## src/rtl/segment_controller_if.sv

```systemverilog
// rtl/segment_controller_if.sv - SDRAM command and datapath modify handshake bundle
interface segment_controller_if #(
  parameter int ADDR_WID = 5
);
  logic [ADDR_WID-1:0] o_fragment_key;
  logic                o_cntl_s0_modify;
  logic                i_cntl_s0_modify_done;
  logic                o_sdram_read;
  logic                o_sdram_write;
  logic                i_sdram_waitrequest;
  logic                i_sdram_readdatavalid;

  modport master (
    output o_fragment_key, o_cntl_s0_modify, o_sdram_read, o_sdram_write,
    input  i_cntl_s0_modify_done, i_sdram_waitrequest, i_sdram_readdatavalid
  );

  modport slave (
    input  o_fragment_key, o_cntl_s0_modify, o_sdram_read, o_sdram_write,
    output i_cntl_s0_modify_done, i_sdram_waitrequest, i_sdram_readdatavalid
  );
endinterface

```

## src/rtl/segment_controller.sv

```systemverilog
// rtl/segment_controller.sv - programs one rule by read/modify/write of each key fragment
module segment_controller #(
  parameter int DATA_BITS = 10,
  parameter int FRAGMENTS = 5,
  parameter int FRAG_BITS = 3,
  parameter int TIMEOUT   = 255
) (
  input  logic                 clk,
  input  logic                 reset,
  input  logic                 i_start,
  input  logic [DATA_BITS-1:0] i_key,
  output logic                 o_busy,
  output logic                 o_done,
  output logic                 o_error,
  segment_controller_if.master bus
);
  localparam int FRAG_WID = DATA_BITS / FRAGMENTS;
  localparam int ADDR_WID = FRAG_BITS + FRAG_WID;
  localparam int CNT_W    = $clog2(TIMEOUT + 1);

  typedef enum logic [3:0] {
    S_IDLE, S_ADDR, S_RD_REQ, S_RD_WAIT, S_SETTLE,
    S_MODIFY, S_WR_REQ, S_NEXT, S_DONE, S_ABORT
  } state_t;

  state_t               r_state;
  logic [DATA_BITS-1:0] r_key;
  logic [FRAG_BITS-1:0] r_f;
  logic [CNT_W-1:0]     r_cnt;
  logic [ADDR_WID-1:0]  r_frag_key;
  logic                 r_busy;
  logic                 r_done;
  logic                 r_error;
  logic                 r_read;
  logic                 r_write;
  logic                 r_modify;

  logic [FRAG_BITS-1:0] w_next_f;
  logic [FRAG_WID-1:0]  w_next_slice;
  logic                 w_last;

  assign w_next_f     = r_f + 1'b1;
  assign w_next_slice = r_key[FRAG_WID * int'(w_next_f) +: FRAG_WID];
  assign w_last       = (r_f == FRAG_BITS'(FRAGMENTS - 1));

  always_ff @(posedge clk or negedge reset) begin
    if (!reset) begin
      r_state    <= S_IDLE;
      r_key      <= '0;
      r_f        <= '0;
      r_cnt      <= '0;
      r_frag_key <= '0;
      r_busy     <= 1'b0;
      r_done     <= 1'b0;
      r_error    <= 1'b0;
      r_read     <= 1'b0;
      r_write    <= 1'b0;
      r_modify   <= 1'b0;
    end else begin
      r_done  <= 1'b0;
      r_error <= 1'b0;
      case (r_state)
        S_IDLE: begin
          if (i_start) begin
            r_key      <= i_key;
            r_f        <= '0;
            r_cnt      <= '0;
            r_busy     <= 1'b1;
            r_frag_key <= {FRAG_BITS'(0), i_key[FRAG_WID-1:0]};
            r_state    <= S_ADDR;
          end
        end
        S_ADDR: begin
          r_read  <= 1'b1;
          r_state <= S_RD_REQ;
        end
        S_RD_REQ: begin
          if (!bus.i_sdram_waitrequest) begin
            r_read  <= 1'b0;
            r_cnt   <= '0;
            // data may already be valid in the accept cycle
            r_state <= bus.i_sdram_readdatavalid ? S_SETTLE : S_RD_WAIT;
          end
        end
        S_RD_WAIT: begin
          if (bus.i_sdram_readdatavalid) begin
            r_state <= S_SETTLE;
          end else if (r_cnt == CNT_W'(TIMEOUT - 1)) begin
            r_error <= 1'b1;
            r_state <= S_ABORT;
          end else begin
            r_cnt <= r_cnt + 1'b1;
          end
        end
        S_SETTLE: begin
          r_modify <= 1'b1;
          r_state  <= S_MODIFY;
        end
        S_MODIFY: begin
          if (bus.i_cntl_s0_modify_done) begin
            r_modify <= 1'b0;
            r_write  <= 1'b1;
            r_state  <= S_WR_REQ;
          end
        end
        S_WR_REQ: begin
          if (!bus.i_sdram_waitrequest) begin
            r_write <= 1'b0;
            r_state <= S_NEXT;
          end
        end
        S_NEXT: begin
          if (w_last) begin
            r_done  <= 1'b1;
            r_state <= S_DONE;
          end else begin
            r_f        <= w_next_f;
            r_frag_key <= {w_next_f, w_next_slice};
            r_state    <= S_ADDR;
          end
        end
        S_DONE, S_ABORT: begin
          r_busy  <= 1'b0;
          r_state <= S_IDLE;
        end
        default: r_state <= S_IDLE;
      endcase
    end
  end

  assign o_busy               = r_busy;
  assign o_done               = r_done;
  assign o_error              = r_error;
  assign bus.o_fragment_key   = r_frag_key;
  assign bus.o_cntl_s0_modify = r_modify;
  assign bus.o_sdram_read     = r_read;
  assign bus.o_sdram_write    = r_write;
endmodule

```

## src/flat_wrapper.sv

```systemverilog
// flat-port wrapper written by rule: the top's interface ports become plain ports
module segment_controller_flat 
#(
  parameter int DATA_BITS = 10,
  parameter int FRAGMENTS = 5,
  parameter int FRAG_BITS = 3,
  parameter int TIMEOUT   = 255
)
  (clk, reset, i_start, i_key, o_busy, o_done, o_error, bus_o_fragment_key, bus_o_cntl_s0_modify, bus_o_sdram_read, bus_o_sdram_write, bus_i_cntl_s0_modify_done, bus_i_sdram_waitrequest, bus_i_sdram_readdatavalid);
  segment_controller_if #(.ADDR_WID(5)) bus_i ();
  input  logic clk;
  input  logic reset;
  input  logic i_start;
  input  logic [DATA_BITS-1:0] i_key;
  output logic o_busy;
  output logic o_done;
  output logic o_error;
  output wire logic [$bits(bus_i.o_fragment_key)-1:0] bus_o_fragment_key;
  output wire logic [$bits(bus_i.o_cntl_s0_modify)-1:0] bus_o_cntl_s0_modify;
  output wire logic [$bits(bus_i.o_sdram_read)-1:0] bus_o_sdram_read;
  output wire logic [$bits(bus_i.o_sdram_write)-1:0] bus_o_sdram_write;
  input wire logic [$bits(bus_i.i_cntl_s0_modify_done)-1:0] bus_i_cntl_s0_modify_done;
  input wire logic [$bits(bus_i.i_sdram_waitrequest)-1:0] bus_i_sdram_waitrequest;
  input wire logic [$bits(bus_i.i_sdram_readdatavalid)-1:0] bus_i_sdram_readdatavalid;
  assign bus_o_fragment_key = bus_i.o_fragment_key;
  assign bus_o_cntl_s0_modify = bus_i.o_cntl_s0_modify;
  assign bus_o_sdram_read = bus_i.o_sdram_read;
  assign bus_o_sdram_write = bus_i.o_sdram_write;
  assign bus_i.i_cntl_s0_modify_done = bus_i_cntl_s0_modify_done;
  assign bus_i.i_sdram_waitrequest = bus_i_sdram_waitrequest;
  assign bus_i.i_sdram_readdatavalid = bus_i_sdram_readdatavalid;
  segment_controller #(.DATA_BITS(DATA_BITS), .FRAGMENTS(FRAGMENTS), .FRAG_BITS(FRAG_BITS), .TIMEOUT(TIMEOUT)) u_core (.clk(clk), .reset(reset), .i_start(i_start), .i_key(i_key), .o_busy(o_busy), .o_done(o_done), .o_error(o_error), .bus(bus_i));
endmodule
```

## config.mk

```make
export PLATFORM = sky130hd
export DESIGN_NAME = segment_controller_flat
export DESIGN_NICKNAME = d
export VERILOG_FILES = /design/src/rtl/segment_controller_if.sv /design/src/rtl/segment_controller.sv /design/src/flat_wrapper.sv
export SDC_FILE = /design/constraint.sdc
export NUM_CORES = 1
export LEC_CHECK = 0
export CORE_MARGIN = 3
export CORE_UTILIZATION = 54
export DETAILED_ROUTE_END_ITERATION = 7
export PLACE_DENSITY = 0.8
export SLEW_MARGIN = 20
export SYNTH_ARGS = -nofsm -noshare
export SYNTH_HDL_FRONTEND = slang
export SYNTH_SLANG_ARGS = --single-unit
```

## constraint.sdc

```tcl
create_clock -name clk -period 5.2 [get_ports clk]
set_input_delay 1.56 -clock clk [delete_from_list [all_inputs] [get_ports clk]]
set_output_delay 1.56 -clock clk [all_outputs]
set_load 0.005 [all_outputs]
```

==> Yosys cells after proc, flatten, opt, wreduce, memory -nomap -nowiden <==
Index checks and enable logic that the tools add are counted.
{ "word_totals": {"regBits": 36, "input_bits": 16, "out_inout_bits": 11, "wordCells": 82} }
{ "op_classes": {"add_sub_neg": 2, "eq_ne": 19, "n_shift": 1, "n_mux": 33, "reduce_logical": 16} }
{ "ops": {"columns": ["operator", "n"], "rows": [
  ["2-to-1 mux 8 bit", 4],
  ["one-hot mux 4 bit (8 select lines)", 1],
  ["2-to-1 mux 4 bit", 7],
  ["one-hot mux 8 bit (3 select lines)", 1],
  ["== test 4 x 3 -> 1 bit, second input constant", 4],
  ["inequality test 2 bit, second input constant", 7],
  ["2-to-1 mux 5 bit", 2],
  ["one-hot mux 5 bit (2 select lines)", 1],
  ["AND reduction 5 bit", 2],
  ["nonzero test 2 bit", 5],
  ["indexed part select 10 x 5 -> 2 bit", 1],
  ["2-to-1 mux 1 bit", 9],
  ["2-to-1 mux 3 bit", 3],
  ["adder 8 x 1 -> 8 bit, second input constant", 1],
  ["== test 4 x 2 -> 1 bit, second input constant", 2],
  ["== test 4 bit, second input constant", 2],
  ["== test 8 bit, second input constant", 1],
  ["one-hot mux 1 bit (2 select lines)", 4],
  ["AND reduction 2 bit", 4],
  ["one-hot mux 3 bit (2 select lines)", 1],
  ["AND reduction 3 bit", 2],
  ["== test 4 x 1 -> 1 bit, second input constant", 1],
  ["logical NOT 4 bit", 1],
  ["adder 3 x 1 -> 3 bit, second input constant", 1],
  ["4 further kinds", 4]
]} }

==> Depth between registers and ports, before layout <==
{ "depth": {"ltp_word": 4, "depth_mapped": 6, "ltp_nobuf": 6} }

==> Worst setup path after synthesis <==
OpenSTA, ideal clock, no wires.
{ "synth_path": {"kind": "input to register", "startpoint": "in i_start", "endpoint": "reg u_core.r_state[0]", "setup_ps": 127, "arrival_ps": 2807, "t_required_ps": 5073, "setup_slack_ps": 2265, "path_stages": 4, "path_buffers": 0, "path_cell_list": "or2_4 > a2111oi_4 > or3_4 > mux2_1"} }
{ "synth_via": {"elab_chain_cells": 2} }
{ "synth_lines": {"columns": ["element", "line", "text"], "rows": [
  ["start, declared", "flat_wrapper.sv:13", "input logic i_start;"],
  ["inequality test 2 bit (no line)", null, null],
  ["AND reduction 5 bit (no line)", null, null],
  ["end signal, assigned", "segment_controller.sv:82", "r_state <= bus.i_sdram_readdatavalid ? S_SETTLE : S_RD_WAIT;"],
  ["end, declared", "segment_controller.sv:26", "state_t r_state;"]
]} }
No other way between the ends.
A chain may end at the register's enable or synchronous reset.

==> Worst setup path in the final report <==
Ends and elaborated chain as after synthesis.

==> results.ini <==
[clock_network]
cts_max_level = 2
cts.sinks = 33
cts_tree = done
cts_resized = 0
cts-hold-fix-buffers = 0
clock-root-buffer = clkbuf_4
cts_max_path_buffers = 2
cts_made_buffers = 5
post-cts-setup-buffer-count = 0
path_clk_slew_ns = 0.11
clock_latency_ns = 0.34

[logic_synthesis]
syn-num-nets = 186
ys_ff_latch = 33
syn_area_um2 = 1810
synthArstFlopShare = 1.00
yosysMostFrequentCell = dfrtp_1
yosysUniqueCellTypes = 54
synth_edf_count = 0
synthTopCellsByArea = dfrtp_1, mux2_2, o41ai_1
syn_area_per_cell_um2 = 10.9
synth_commonest_cells = dfrtp_1, mux2_2, nand2_1, inv_1, o41ai_1
syn_inst = 166
synth_top_area_frac = 0.456
yosys.area.top_type = dfrtp_1
ys_seq_area_frac = 0.456
synth_warnings = 0
synthFlopType = dfrtp_1

[layout]
num_antenna_cells = 0
finalNonFillerCells = 235
fin_area_um2 = 2170
syn2layout_area_growth_pct = 19.6
final_util = 0.693
drive_gt1_frac = 0.152
fin_nets = 210

[sta]
rsz0062_at_grt = false
post-route-period-util = 0.623
setup_ws_ns = 1.96
fin_worst_skew_ns = 0.00531
max_freq_mhz = 309
final-hold-violation-count = 0
setup_tns_ns = 0
relSlewSlack = 0.546
timing.hold.ws_ns = 0.500
final-max-slew-violation-count = 0
min_period_ns = 3.24
worst_pin_slew_ns = 0.680
setup_viol = 0

[placement]
gp_congestion = 0.811
dp.cells = 227
post-place-ws_ns = 1.62
dpl.hpwl_mm = 2.79
port_buffers = 26
placed_cell_area_um2 = 2080

[floorplan]
die_w_um = 63.9
start_util = 0.579
io_pins = 27
rows = 20
fp.dieArea_um2 = 4090
core_um2 = 3130
die_h_um = 63.9

[pwr]
leakage_nw = 0.903
power.total_mw = 1.08
ir_worst_vdd_mv = 0.264
power_density_nw_per_um2 = 500

[grt]
grt_pass1_vias = 1405
grt_overflow = 0
track_usage = 0.207
antenna_found_initial = 0
grt_pass1_wl_mm = 6.63
grt_max_degree = 20

[setup_path]
path_max_fanout = 9
endpoint_kind = flip-flop
start_kind = input pin
worst-setup-path-type = in2reg
crit_arrival_ns = 3.47
worstPathRequired_ns = 5.43
rrSetupSlack_ns = 2.97

[routing]
route.detailed.drc = 0
drt_first_pass_iters = 4
avgRoutedWirePerCell_um = 16.2
drt-initial-drc-count = 132
vias = 1453
drt-total-wl_mm = 3.81
ant_nets = 0
via_per_inst = 6.18

[worst_hold_path]
hp-class = reg2reg

[run_status]
status = finished clean

[job]
drv_cap = 0

## report_power, final
group          switching (mW)  internal, mW
combinational           0.201         0.246
clock                  0.0946         0.102
sequential             0.0991         0.342
total                   0.394         0.690
## cell type report
type	count	area [um^2]
sequential	33	826
clock inverter	3	46.3
clock buffer	5	37.5
multi-input combinational	115	905
inverter	8	30.0
fill	234	961
timing repair buffer	27	268
tap	44	55.1
## logic make-up after synthesis
kind of cell,Yosys count,synth area share
mux,15,0.105
flops,33,0.456
xor+xnor,2,0.00967
compound gates,44,0.196
buf+inv,18,0.0449
simple gates,50,0.161
fa+ha+maj,4,0.0276
## registers in the layout, indices dropped and copies added, names as in the netlist
| signal | cells |
|---|---|
| u_core.o_error | 1 |
| u_core.o_done | 1 |
| u_core.r_cnt | 8 |
| u_core.bus.o_sdram_write | 1 |
| u_core.r_key | 10 |
| u_core.bus.o_sdram_read | 1 |
| u_core.r_f | 1 |
| u_core.o_busy | 1 |
| u_core.r_state | 4 |
| u_core.bus.o_cntl_s0_modify | 1 |
| u_core.bus.o_fragment_key | 4 |
## layout by cell type (no fill, tap or decap), types with 2 or more instances in the layout
| cell type | Yosys | layout |
|---|---|---|
| inv_1 | 8 | 8 |
| clkdlybuf4s50_1 | 0 | 26 |
| o21bai_1 | 2 | 2 |
| mux2_2 | 11 | 11 |
| ha_1 | 4 | 4 |
| nand4_1 | 2 | 2 |
| nand2b_1 | 3 | 3 |
| mux4_2 | 2 | 2 |
| nor2b_1 | 4 | 4 |
| clkbuf_4 | 0 | 5 |
| or3_1 | 2 | 2 |
| nand3_1 | 7 | 7 |
| a21oi_1 | 7 | 7 |
| a21o_1 | 4 | 4 |
| a311oi_1 | 2 | 2 |
| o21ai_0 | 5 | 5 |
| dfrtp_1 | 33 | 33 |
| nor3b_1 | 3 | 3 |
| nor2_1 | 6 | 6 |
| o31ai_1 | 2 | 2 |
| nand2_1 | 10 | 10 |
| nor3_1 | 2 | 2 |
| o41ai_1 | 8 | 8 |
## critical path, stage by stage
cell	delay, ns
clkdlybuf4s50_1	0.46
or2_4	0.26
a2111oi_4	0.60
or3_4	0.26
mux2_1	0.33
## per-layer routing
metal	vias up	part of all wire	track usage
met2	51	0.49	0.339
met4	0	0.014	0.0728
met1	722	0.44	0.260
met3	7	0.056	0.0580
li1	673	-	-
met5	-	0	0
## path summary, 6_finish.rpt
| kind | from | endpoint | depth (start not counted) |
|---|---|---|---|
| max | i_start | u_core.r_state[0] | 5 |
| min | u_core.bus.o_fragment_key[1] | u_core.bus.o_fragment_key[1] | 1 |
| max reg2reg | u_core.r_state[1] | u_core.r_state[0] | 4 |
| min reg2reg | u_core.bus.o_fragment_key[1] | u_core.bus.o_fragment_key[1] | 1 |
| max in group asynchronous | reset | u_core.r_cnt[0] | 2 |
| min in group asynchronous | reset | u_core.bus.o_sdram_read | 1 |
Note: power is estimated with default switching activity, not from simulation.
